[config.mk]
export PLATFORM = sky130hd
export DESIGN_NAME = button_debounce_flat
export DESIGN_NICKNAME = d
export VERILOG_FILES = /design/src/rtl/button_debounce_if.sv /design/src/rtl/button_debounce.sv /design/src/flat_wrapper.sv
export SDC_FILE = /design/constraint.sdc
export NUM_CORES = 1
export LEC_CHECK = 0
export BUFFER_PORTS_ARGS = -buffer_cell sky130_fd_sc_hd__buf_2
export CAP_MARGIN = 20
export CORE_MARGIN = 2
export CORE_UTILIZATION = 55
export CTS_CLUSTER_DIAMETER = 200
export CTS_CLUSTER_SIZE = 16
export DETAILED_ROUTE_END_ITERATION = 12
export PLACE_DENSITY = 0.75
export SLEW_MARGIN = 20
export SYNTH_ARGS = -nofsm -noshare
export SYNTH_HDL_FRONTEND = slang
export SYNTH_SLANG_ARGS = --single-unit
[constraint.sdc]
create_clock -name clk_i -period 4.3 [get_ports clk_i]
set_input_delay 1.29 -clock clk_i [delete_from_list [all_inputs] [get_ports clk_i]]
set_output_delay 1.29 -clock clk_i [all_outputs]
set_load 0.005 [all_outputs]
[src/rtl/button_debounce_if.sv]
// rtl/button_debounce_if.sv - button pins in, debounced levels/pulses/count out
interface button_debounce_if #(
  parameter int N_CH = 8
);
  logic [N_CH-1:0] btn_i;
  logic [N_CH-1:0] level_o;
  logic [N_CH-1:0] press_o;
  logic [N_CH-1:0] release_o;
  logic            any_press_o;
  logic [7:0]      press_cnt_o;

  // user side: drives the raw pins, consumes the clean view
  modport master (
    output btn_i,
    input  level_o,
    input  press_o,
    input  release_o,
    input  any_press_o,
    input  press_cnt_o
  );

  // debouncer side
  modport slave (
    input  btn_i,
    output level_o,
    output press_o,
    output release_o,
    output any_press_o,
    output press_cnt_o
  );
endinterface

[src/rtl/button_debounce.sv]
// rtl/button_debounce.sv - N_CH button synchroniser, tick-based debouncer, press/release pulses and press counter
module button_debounce #(
  parameter int N_CH         = 8,
  parameter int TICK_DIV     = 25_000,
  parameter int STABLE_TICKS = 10,
  parameter int ACTIVE_LOW   = 1
) (
  input  logic              clk_i,
  input  logic              rst_i,
  button_debounce_if.slave  bus
);

  localparam int TW = (TICK_DIV > 1) ? $clog2(TICK_DIV) : 1;
  localparam int DW = $clog2(STABLE_TICKS + 1);

  // pin level of a released button; the synchroniser starts here so reset looks idle
  localparam logic [N_CH-1:0] IDLE_PIN  = (ACTIVE_LOW != 0) ? {N_CH{1'b1}} : {N_CH{1'b0}};
  localparam logic [TW-1:0]   TICK_LAST = TW'(TICK_DIV - 1);
  localparam logic [DW-1:0]   DCNT_LAST = DW'(STABLE_TICKS - 1);

  logic [N_CH-1:0] sync1_q;
  logic [N_CH-1:0] sync2_q;
  logic [N_CH-1:0] raw_p;

  logic [TW-1:0]   tick_cnt_q;
  logic [TW-1:0]   tick_cnt_d;
  logic            tick;

  logic [DW-1:0]   dcnt_q [N_CH];
  logic [DW-1:0]   dcnt_d [N_CH];
  logic [N_CH-1:0] level_q;
  logic [N_CH-1:0] level_d;
  logic [N_CH-1:0] press_q;
  logic [N_CH-1:0] press_d;
  logic [N_CH-1:0] release_q;
  logic [N_CH-1:0] release_d;

  logic [7:0]      press_cnt_q;
  logic [7:0]      press_cnt_d;
  logic [7:0]      press_pop;

  // 2-FF synchroniser on the asynchronous pins
  always_ff @(posedge clk_i) begin
    if (rst_i) begin
      sync1_q <= IDLE_PIN;
      sync2_q <= IDLE_PIN;
    end else begin
      sync1_q <= bus.btn_i;
      sync2_q <= sync1_q;
    end
  end

  // normalise polarity so 1 always means pressed
  assign raw_p = sync2_q ^ IDLE_PIN;

  // shared prescaler: tick fires on the last count of each period
  always_comb begin
    tick       = (tick_cnt_q == TICK_LAST);
    tick_cnt_d = tick ? '0 : tick_cnt_q + TW'(1);
  end

  // tick counter register
  always_ff @(posedge clk_i) begin
    if (rst_i) begin
      tick_cnt_q <= '0;
    end else begin
      tick_cnt_q <= tick_cnt_d;
    end
  end

  // per-channel qualification: any agreement restarts, a full run of ticks accepts
  always_comb begin
    level_d   = level_q;
    press_d   = '0;
    release_d = '0;
    for (int i = 0; i < N_CH; i++) begin
      dcnt_d[i] = dcnt_q[i];
      if (raw_p[i] == level_q[i]) begin
        dcnt_d[i] = '0;
      end else if (tick) begin
        if (dcnt_q[i] == DCNT_LAST) begin
          level_d[i]   = raw_p[i];
          dcnt_d[i]    = '0;
          press_d[i]   = raw_p[i];
          release_d[i] = ~raw_p[i];
        end else begin
          dcnt_d[i] = dcnt_q[i] + DW'(1);
        end
      end
    end
  end

  // debounce state and edge pulses; pulses land with the new level
  always_ff @(posedge clk_i) begin
    if (rst_i) begin
      for (int i = 0; i < N_CH; i++) begin
        dcnt_q[i] <= '0;
      end
      level_q   <= '0;
      press_q   <= '0;
      release_q <= '0;
    end else begin
      for (int i = 0; i < N_CH; i++) begin
        dcnt_q[i] <= dcnt_d[i];
      end
      level_q   <= level_d;
      press_q   <= press_d;
      release_q <= release_d;
    end
  end

  // popcount of this cycle's press pulses feeds the counter one cycle later
  always_comb begin
    press_pop = '0;
    for (int i = 0; i < N_CH; i++) begin
      press_pop = press_pop + 8'(press_q[i]);
    end
    press_cnt_d = press_cnt_q + press_pop;
  end

  // wrapping press counter
  always_ff @(posedge clk_i) begin
    if (rst_i) begin
      press_cnt_q <= '0;
    end else begin
      press_cnt_q <= press_cnt_d;
    end
  end

  assign bus.level_o     = level_q;
  assign bus.press_o     = press_q;
  assign bus.release_o   = release_q;
  assign bus.any_press_o = |press_q;
  assign bus.press_cnt_o = press_cnt_q;

endmodule

[src/flat_wrapper.sv]
// flat-port wrapper written by rule: the top's interface ports become plain ports
module button_debounce_flat 
#(
  parameter int N_CH         = 8,
  parameter int TICK_DIV     = 25_000,
  parameter int STABLE_TICKS = 10,
  parameter int ACTIVE_LOW   = 1
)
  (clk_i, rst_i, bus_btn_i, bus_level_o, bus_press_o, bus_release_o, bus_any_press_o, bus_press_cnt_o);
  button_debounce_if #(.N_CH(N_CH)) bus_i ();
  input  logic clk_i;
  input  logic rst_i;
  input wire logic [$bits(bus_i.btn_i)-1:0] bus_btn_i;
  output wire logic [$bits(bus_i.level_o)-1:0] bus_level_o;
  output wire logic [$bits(bus_i.press_o)-1:0] bus_press_o;
  output wire logic [$bits(bus_i.release_o)-1:0] bus_release_o;
  output wire logic [$bits(bus_i.any_press_o)-1:0] bus_any_press_o;
  output wire logic [$bits(bus_i.press_cnt_o)-1:0] bus_press_cnt_o;
  assign bus_i.btn_i = bus_btn_i;
  assign bus_level_o = bus_i.level_o;
  assign bus_press_o = bus_i.press_o;
  assign bus_release_o = bus_i.release_o;
  assign bus_any_press_o = bus_i.any_press_o;
  assign bus_press_cnt_o = bus_i.press_cnt_o;
  button_debounce #(.N_CH(N_CH), .TICK_DIV(TICK_DIV), .STABLE_TICKS(STABLE_TICKS), .ACTIVE_LOW(ACTIVE_LOW)) u_core (.clk_i(clk_i), .rst_i(rst_i), .bus(bus_i));
endmodule
Yosys cells after proc, flatten, opt, wreduce, memory -nomap -nowiden --
Memory sizes are Yosys's and may differ from the RTL's. Cells that the tools add are included.
Word-level totals: register bits 63, memory bits (writable) 32, input bits 10, output and inout bits 33, memories 1
Operators by class: add/subtract/negate cells 17, equality and inequality tests 17, multiplexer cells 35, bitwise logic cells 34, reduce and logical (&&, ||, !) cells 18
Memories:
- u_core.dcnt_q | depth 8, bits a word 4, rd ports 8, clocked after Yosys merged registers in 0, write ports 8, line button_debounce.sv:29 | logic [DW-1:0] dcnt_q [N_CH];
Operator list (count):
- $mux W4 | 32
- $add A8 B1 Y8 | 6
- $add A4 B1 Y4 const B | 8
- $eq A4 B4 Y1 const B | 8
- $reduce_or A4 Y1 | 8
- $not A1 Y1 | 25
- $reduce_and A3 Y1 | 8
- $add A15 B1 Y15 const B | 1
- $eq A15 B15 Y1 const B | 1
- $add A8 B8 Y8 | 1
- $eq A1 B1 Y1 | 8
- $not A8 Y8 | 1
- $or A1 B1 Y1 | 8
- $reduce_or A8 Y1 | 1
- $mux W1 | 3
- $add A1 B1 Y2 | 1
- $reduce_or A2 Y1 | 1

Longest topological paths before layout --
Gate-level depths: netlist of the first run.
depth in word-level cells 8, gate-level depth with buffers 14, mapped depth without buffers 14

Worst setup path after synthesis of the first run --
OpenSTA, ideal clock, no wires.
kind reg2reg, start register u_core.press_q[0], in the netlist u_core.bus.press_o[0], end register u_core.press_cnt_q[6], in the netlist u_core.bus.press_cnt_o[6], library setup time 0.070 ns, arrival time 3.313 ns, data required time 4.230 ns, path slack 0.917 ns, stages on the path, launching flop included 15, cell sequence dfxtp_1 > inv_1 > ha_1 > inv_1 > fa_1 > fa_1 > fa_1 > inv_1 > ha_1 > inv_1 > fa_1 > nor2b_1 > o2111ai_1 > a31o_2 > a21oi_1
Between the ends: word-level cells in the longest chain between the ends 8
Ends and longest elaborated chain:
- from (decl) | line button_debounce.sv:33 | logic [N_CH-1:0] press_q;
- from (signal assigned) | line button_debounce.sv:107 | press_q <= press_d;
- $add A1 B1 Y2 | line button_debounce.sv:116 | press_pop = press_pop + 8'(press_q[i]);
- $add A8 B1 Y8 (6 in series) | line button_debounce.sv:116
- $add A8 B8 Y8 | line button_debounce.sv:118 | press_cnt_d = press_cnt_q + press_pop;
- to (signal assigned) | line button_debounce.sv:126 | press_cnt_q <= press_cnt_d;
- to (decl) | line button_debounce.sv:38 | logic [7:0] press_cnt_q;
Every way passes these cells. A chain may end at the register's enable or synchronous reset.

Worst setup path in the final report of the first run --
start register u_core.press_q[1], in the netlist u_core.bus.press_o[1], end register u_core.press_cnt_q[6], in the netlist u_core.bus.press_cnt_o[6]
The elaborated chain is that of the path after synthesis.

==> results of run 1 <==
## layer usage
metal	vias to the layer above	GRT usage [%]
met1	1700	26.76
met3	10	3.465
met4	0	8.701
met2	66	36.23
li1	1811	-
met5	-	0
## kinds of logic (layout without fill, tap and decap cells)
family | after synthesis | count (layout)
flops | 95 | 95
simple gates | 227 | 227
mux | 9 | 9
fa+ha+maj | 18 | 18
buf+inv | 61 | 103
xor+xnor | 29 | 29
compound gates | 61 | 61
## layout by cell type (no fill, tap or decap), types with 15 or more instances in the layout
cell type and n:
dfxtp_1 95, nor2_1 46, inv_1 43, buf_2 42
nand3_1 29, or2_2 24, nand2_1 24, nor3_1 24
nor4_1 21, xnor2_1 19, a21oi_1 17, or3_1 15
## power groups by stage
stage | combinational (uW) | sequential [uW] | clock, uW
final | 35.9 | 901 | 546
after global routing | 41.1 | 903 | 596
after CTS | 36.7 | 901 | 556
after detailed placement | 36.6 | 921 | 0
after global placement | 35.7 | 921 | 0
after floorplan | 26.9 | 918 | 0
## how the worst max path moves through the flow
| stage | end | slack (ns) | cells after the start |
|---|---|---|---|
| after global placement | u_core.bus.press_cnt_o[6] | 0.82 | 14 |
| final | u_core.bus.press_cnt_o[6] | 0.69 | 14 |
| after CTS | u_core.bus.press_cnt_o[6] | 0.68 | 14 |
| after global routing | u_core.bus.press_cnt_o[6] | 0.44 | 14 |
| after detailed placement | u_core.bus.press_cnt_o[6] | 0.71 | 14 |
| after floorplan | u_core.bus.press_cnt_o[6] | 0.92 | 14 |
## flip-flops by register name (all words and copies together) (netlist names)
register,cells
u_core.tick_cnt_q,15
u_core.bus.level_o,8
u_core.sync1_q,8
u_core.sync2_q,8
u_core.dcnt_q,32
u_core.bus.press_cnt_o,8
u_core.bus.release_o,8
u_core.bus.press_o,8
## through the flow
stage	power, uW	worst slack [ns]	cell area [sq um]
finish	1483	0.6852	4831
global route	1540	0.4429	4831
CTS	1493	0.6820	4831
detailed placement	957.9	0.7059	4651
global placement	956.8	0.8197	4651
floorplan	944.7	0.9170	4372
## Yosys cell counts (all sizes together), types with 4 or more instances
library cell  number
or4                9
nand2             24
ha                14
inv               43
nor2              46
nand2b             4
buf                8
nor2b             12
nand3             29
nand3b             7
nand4              5
clkbuf            10
mux2i              8
xnor2             19
xor2              10
a21o               8
o31ai              8
dfxtp             95
or3               15
nor3              24
nor4              22
o21ai             10
o311ai             9
a21oi             17
fa                 4
or2               24
## final cells by class
cell class | instances | area share (%)
clock buffers | 10 | 2.642
well taps | 102 | 2.642
flip-flops and latches | 95 | 39.37
repair buffers | 44 | 4.662
clock inverters | 6 | 1.088
inverters | 43 | 3.341
multi-input cells | 344 | 46.26
==> results_dict.tcl, run 1 <==
set metrics [dict create \
    status "finished, final reports clean" \
    hold_class "register to register" \
    route.met2.wl_um 4217 \
    synth.largest_area_cell "dfxtp_1" \
    gp_congestion 0.7807 \
    drc 0 \
    die_area_sq_um 8678 \
    min_delay_path_depth 1 \
    p_clk_share_pct 36.8 \
    synth_top_family_by_area "simple AND/OR/NAND/NOR gates" \
    core.rowCount 32 \
    crit_family "adder cells" \
    synth_cells 500 \
    tns_ns 0 \
    worst_pin_slew_ns 0.7155 \
    dpl.cell_count 628 \
    num-nets-final 565 \
    crit_chain "inv_1 -> ha_1 -> inv_1 -> fa_1 -> fa_1 -> fa_1 -> inv_1 -> ha_1 -> inv_1 -> fa_1 -> nor2b_1 -> o2111ai_1 -> a31o_2 -> a21oi_1" \
    rsz0062_at_grt "false" \
    crit_type "register to register" \
    syn_area_sq_um 4372 \
    crit_buf_inv 4 \
    cap_violations 0 \
    synth-seq-cells 95 \
    seqPwrFrac_pct 60.7 \
    wl_met3_um 400 \
    die_x_um 93.16 \
    initial_utilization_pct 56.57 \
    min_period_over_period_pct 84.06 \
    grt_pass1_vias 3359 \
    grt_util_all_layers_pct 21.24 \
    ys_seq_area_share_pct 43.50 \
    async_flop_share_pct 0 \
    root_buffer "clkbuf_8" \
    final_core_util_pct 62.52 \
    max_stage_delay_ns 0.52 \
    yosysUniqueCellTypes 41 \
    clkSlewWorstSetupHoldPaths_ns 0.10 \
    grt_max_degree 55 \
    synth-xor-area-share_pct 5.810 \
    yosys-top-cells-area "dfxtp_1, ha_1, nor2_1" \
    skew_ns 0.01462 \
    cts_buffers 9 \
    drt-met1-wl_um 3933 \
    cp-startpoint "u_core.bus.press_o[1]" \
    dp_hpwl_um 6236 \
    post-route-min-period_ns 3.615 \
    top_layer "met4" \
    clk_path_buf_depth 2 \
    drt-total-wl_um 8651 \
    ys_warn_count 0 \
    drive_gt1_share_pct 16.05 \
    vias 3587 \
    ctsHtreeMaxLevel 3 \
    whs_endpoint "u_core.sync2_q[0]" \
    cp_slowest_cell "fa_1" \
    synth-compound-area-share_pct 9.302 \
    synth-main-ff-cell "dfxtp_1" \
    switching_power_uw 357.5 \
    power.internal_uw 1125 \
    startpoint_type "register" \
    regArea_sq_um 1902 \
    diodes 0 \
    viasPerCell 5.570 \
    core_sq_um 7727 \
    hp-start "u_core.sync1_q[0]" \
    stdcell_count 644 \
    leakagePower_uw 0.001610 \
    worstPathRequired_ns 4.60 \
    multi_input_area_sq_um 2235 \
    cts.sinks 95 \
    syn_avg_cell_area_sq_um 8.743 \
    arrival_ns 3.92 \
    port_buffers 42 \
    drt_first_pass_iters 5 \
    slew_headroom_pct 51.86 \
    cts_tree "yes" \
    area_growth_pct 10.50 \
    overflow 0 \
    reg2reg_from "u_core.bus.press_o[1]" \
    max_freq_mhz 276.6 \
    grt_pass1_wl_um 14940 \
    path_max_fanout 3 \
    synthSimpleGateAreaFrac_pct 27.93 \
    p_comb_share_pct 2.4 \
    hold_slack_ns 0.4230 \
    crit-reg2reg-capture "u_core.bus.press_cnt_o[6]" \
    wl_per_cell_um 13.43 \
    cts-resized-gates 0 \
    r2r_slack_ns 0.69 \
    switching_share_pct 24.11 \
    die_h_um 93.16 \
    cts_hold_buf 0 \
    postCtsSetupRepairBufs 0 \
    synth_edf_count 0 \
    endpoint_kind "register" \
    synth_mux_area_share_pct 2.089 \
    power_density_nw_per_um2 306.9 \
    drtIter0Drc 130 \
    fill_cells 638 \
    ios 43 \
    slew_viol_final 0 \
    synth_top_area_share_pct 43.50 \
    antenna_found_initial 0 \
    setup_violations 0 \
    hold_viol_final 0 \
    ant_nets 0 \
    clk-insertion-delay-late_ns 0.36 \
    peakVddDrop_mv 0.1711 \
    syn-num-nets 528 \
    r2r_cells 14 \
    synth_fa_ha_area_share_pct 5.839 \
]
Power figures use the tool's default switching activity.
==> run 2: changes to the inputs <==
CORE_UTILIZATION = 53   (was 55)
PLACE_DENSITY = 0.76   (was 0.75)
clock period = 3.25 ns   (was 4.3 ns; I/O delays follow)
==> run 2 against run 1 <==
Clock-buffer cell count fell by 1. The run now ends with negative setup slack left. Global-route usage rose by 0.51 points. Register-to-register slack got worse by 0.83 ns. Non-clock buffer count rose by 11. Highest routed layer unchanged. Cell count rose by 2.2%. Sequential cell count did not move. Via count rose by 2.0%. Wire length rose by 6.4%.
==> results_dict.tcl, run 2 (synthesis gave the netlist of run 1 again) <==
set metrics [dict create \
    worst_pin_slew_ns 0.6243 \
    slew_viol_final 0 \
    path_max_fanout 3 \
    root_buffer "clkbuf_8" \
    clkSlewWorstSetupHoldPaths_ns 0.11 \
    switching_power_uw 491.9 \
    overflow 0 \
    cts_buffers 9 \
    hold_viol_final 0 \
    final_common_cell "dfxtp_1" \
    endpoint_kind "register" \
    port_buffers 42 \
    grt_pass1_wl_um 15460 \
    leakagePower_uw 0.001677 \
    ant_nets 0 \
    setup_slack_ns -0.1463 \
    peakVddDrop_mv 0.2188 \
    core.rowCount 33 \
    grt_util_all_layers_pct 21.75 \
    initial_utilization_pct 54.02 \
    die_area_sq_um 8991 \
    die_x_um 94.82 \
    clk-insertion-delay-late_ns 0.37 \
    whs_endpoint "u_core.sync2_q[2]" \
    switching_share_pct 24.73 \
    rsz0062_at_grt "true" \
    seqPwrFrac_pct 59.8 \
    violations "negative setup slack" \
    setup_violations 3 \
    slew_headroom_pct 57.99 \
    gp_congestion 0.7801 \
    max_freq_mhz 294.4 \
    vias 3657 \
    place_ws_ns -0.1682 \
    area_growth_pct 13.80 \
    ctsHtreeMaxLevel 3 \
    hold_class "register to register" \
    drtIter0Drc 136 \
    p_clk_share_pct 37.5 \
    cts.sinks 95 \
    p_comb_share_pct 2.7 \
    wl_per_cell_um 13.99 \
    crit_type "register to register" \
    post-route-min-period_ns 3.396 \
    min_delay_path_depth 1 \
    startpoint_type "register" \
    ios 43 \
    clk_path_buf_depth 2 \
    drive_gt1_share_pct 20.25 \
    largest-register "u_core.dcnt_q" \
    status "finished with violations" \
    cap_violations 0 \
    dp_hpwl_um 6448 \
    power.internal_uw 1497 \
    core_sq_um 8093 \
    top_regs "u_core.dcnt_q: 32 flops, u_core.tick_cnt_q: 15 flops" \
    cts_tree "yes" \
    dpl.cell_count 640 \
    r2r_cells 14 \
    min_period_over_period_pct 104.5 \
    reg2reg_from "u_core.bus.press_o[0]" \
    drt-total-wl_um 9206 \
    cp_common_cell "inv_2" \
    arrival_ns 3.70 \
    grt_max_degree 55 \
    largest_reg_flops 32 \
    cp_slowest_cell "fa_1" \
    crit-reg2reg-capture "u_core.bus.press_cnt_o[6]" \
    diodes 0 \
    hp-start "u_core.sync1_q[2]" \
    power_density_nw_per_um2 399.8 \
    viasPerCell 5.558 \
    r2r_slack_ns -0.15 \
    worstPathRequired_ns 3.56 \
    tns_ns -0.3101 \
    skew_ns 0.01347 \
    max_stage_delay_ns 0.51 \
    drt_first_pass_iters 4 \
    stdcell_count 658 \
    die_h_um 94.82 \
    grt_pass1_vias 3456 \
    crit_chain "inv_2 -> ha_4 -> inv_2 -> fa_1 -> fa_1 -> fa_1 -> inv_2 -> ha_4 -> inv_2 -> fa_2 -> nor2b_4 -> o2111ai_2 -> a31o_2 -> a21oi_2" \
    antenna_found_initial 0 \
    mostFrequentLayoutCells "dfxtp_1, nor2_1, buf_2" \
    num-nets-final 576 \
    drc 0 \
]
## run 2: changes by cell type in the layout (fill, tap and decap cells not counted), sizes merged
cell / before / now
inv: 46 / 48
clkinvlp: 2 / 0
clkbuf: 10 / 9
clkinv: 1 / 2
buf: 44 / 55
## run 2: final cells by class
class,instances,area (sq um)
Inverter,43,161.4
Clock buffer,9,123.9
Clock inverter,7,62.56
Tap cell,105,131.4
Sequential cell,95,1904
Multi-Input combinational cell,344,2280
Fill cell,715,3118
Timing Repair Buffer,55,311.5
## run 2: critical path: cells and delay by family, from the launching register on
| family | cells | cell delay (ns) |
|---|---|---|
| fa+ha+maj | 6 | 2.17 |
| compound gates | 3 | 0.48 |
| flops | 1 | 0.35 |
| buf+inv | 4 | 0.19 |
| simple gates | 1 | 0.14 |
## run 2: layer usage
| metal | track usage, % | share of wire [%] | vias up |
|---|---|---|---|
| li1 | - | - | 1828 |
| met1 | 27.00 | 46 | 1742 |
| met2 | 36.82 | 48 | 75 |
| met3 | 3.990 | 3.9 | 12 |
| met4 | 9.541 | 1.8 | 0 |
| met5 | 0 | 0 | - |
## run 2: how the worst max path moves through the flow
| stage | startpoint | cells past startpoint | slack [ns] | end |
|---|---|---|---|---|
| 4_1_cts | u_core.bus.press_o[0] | 14 | -0.12 | u_core.bus.press_cnt_o[6] |
| 3_3_place_gp | u_core.bus.press_o[0] | 14 | -0.11 | u_core.bus.press_cnt_o[6] |
| 5_1_grt | u_core.bus.press_o[0] | 14 | -0.25 | u_core.bus.press_cnt_o[6] |
| 6_report | u_core.bus.press_o[0] | 14 | -0.15 | u_core.bus.press_cnt_o[6] |
| 3_5_place_dp | u_core.bus.press_o[0] | 14 | -0.17 | u_core.bus.press_cnt_o[6] |
| 2_1_floorplan | u_core.bus.press_o[0] | 14 | -0.04 | u_core.bus.press_cnt_o[6] |
## run 2: what timing repair did
action / CTS / global route
endpoints found under the setup margin: 3 / 4
pin swaps: 3 / 1
setup buffers: 1 / 1
hold buffers: 0 / 0
resized for setup: 10 / 0
## run 2: power by group through the flow
stage                     sequential, uW  combinational, uW  clock (uW)
after floorplan                     1210               35.6           0
after global placement              1220               52.4           0
after detailed placement            1220               53.7           0
after CTS                           1190               54.0         761
after global routing                1190               60.5         811
final                               1190               53.2         746
## run 2: through the flow
stage	util [%]	area, sq um	power (uW)	hold WS, ns
floorplan	-	4388	1250	0.3895
global placement	58.55	4738	1269	0.3916
detailed placement	58.55	4738	1271	0.4005
CTS	61.38	4967	2006	0.4261
global route	61.47	4975	2064	0.4368
finish	61.47	4975	1989	0.4238
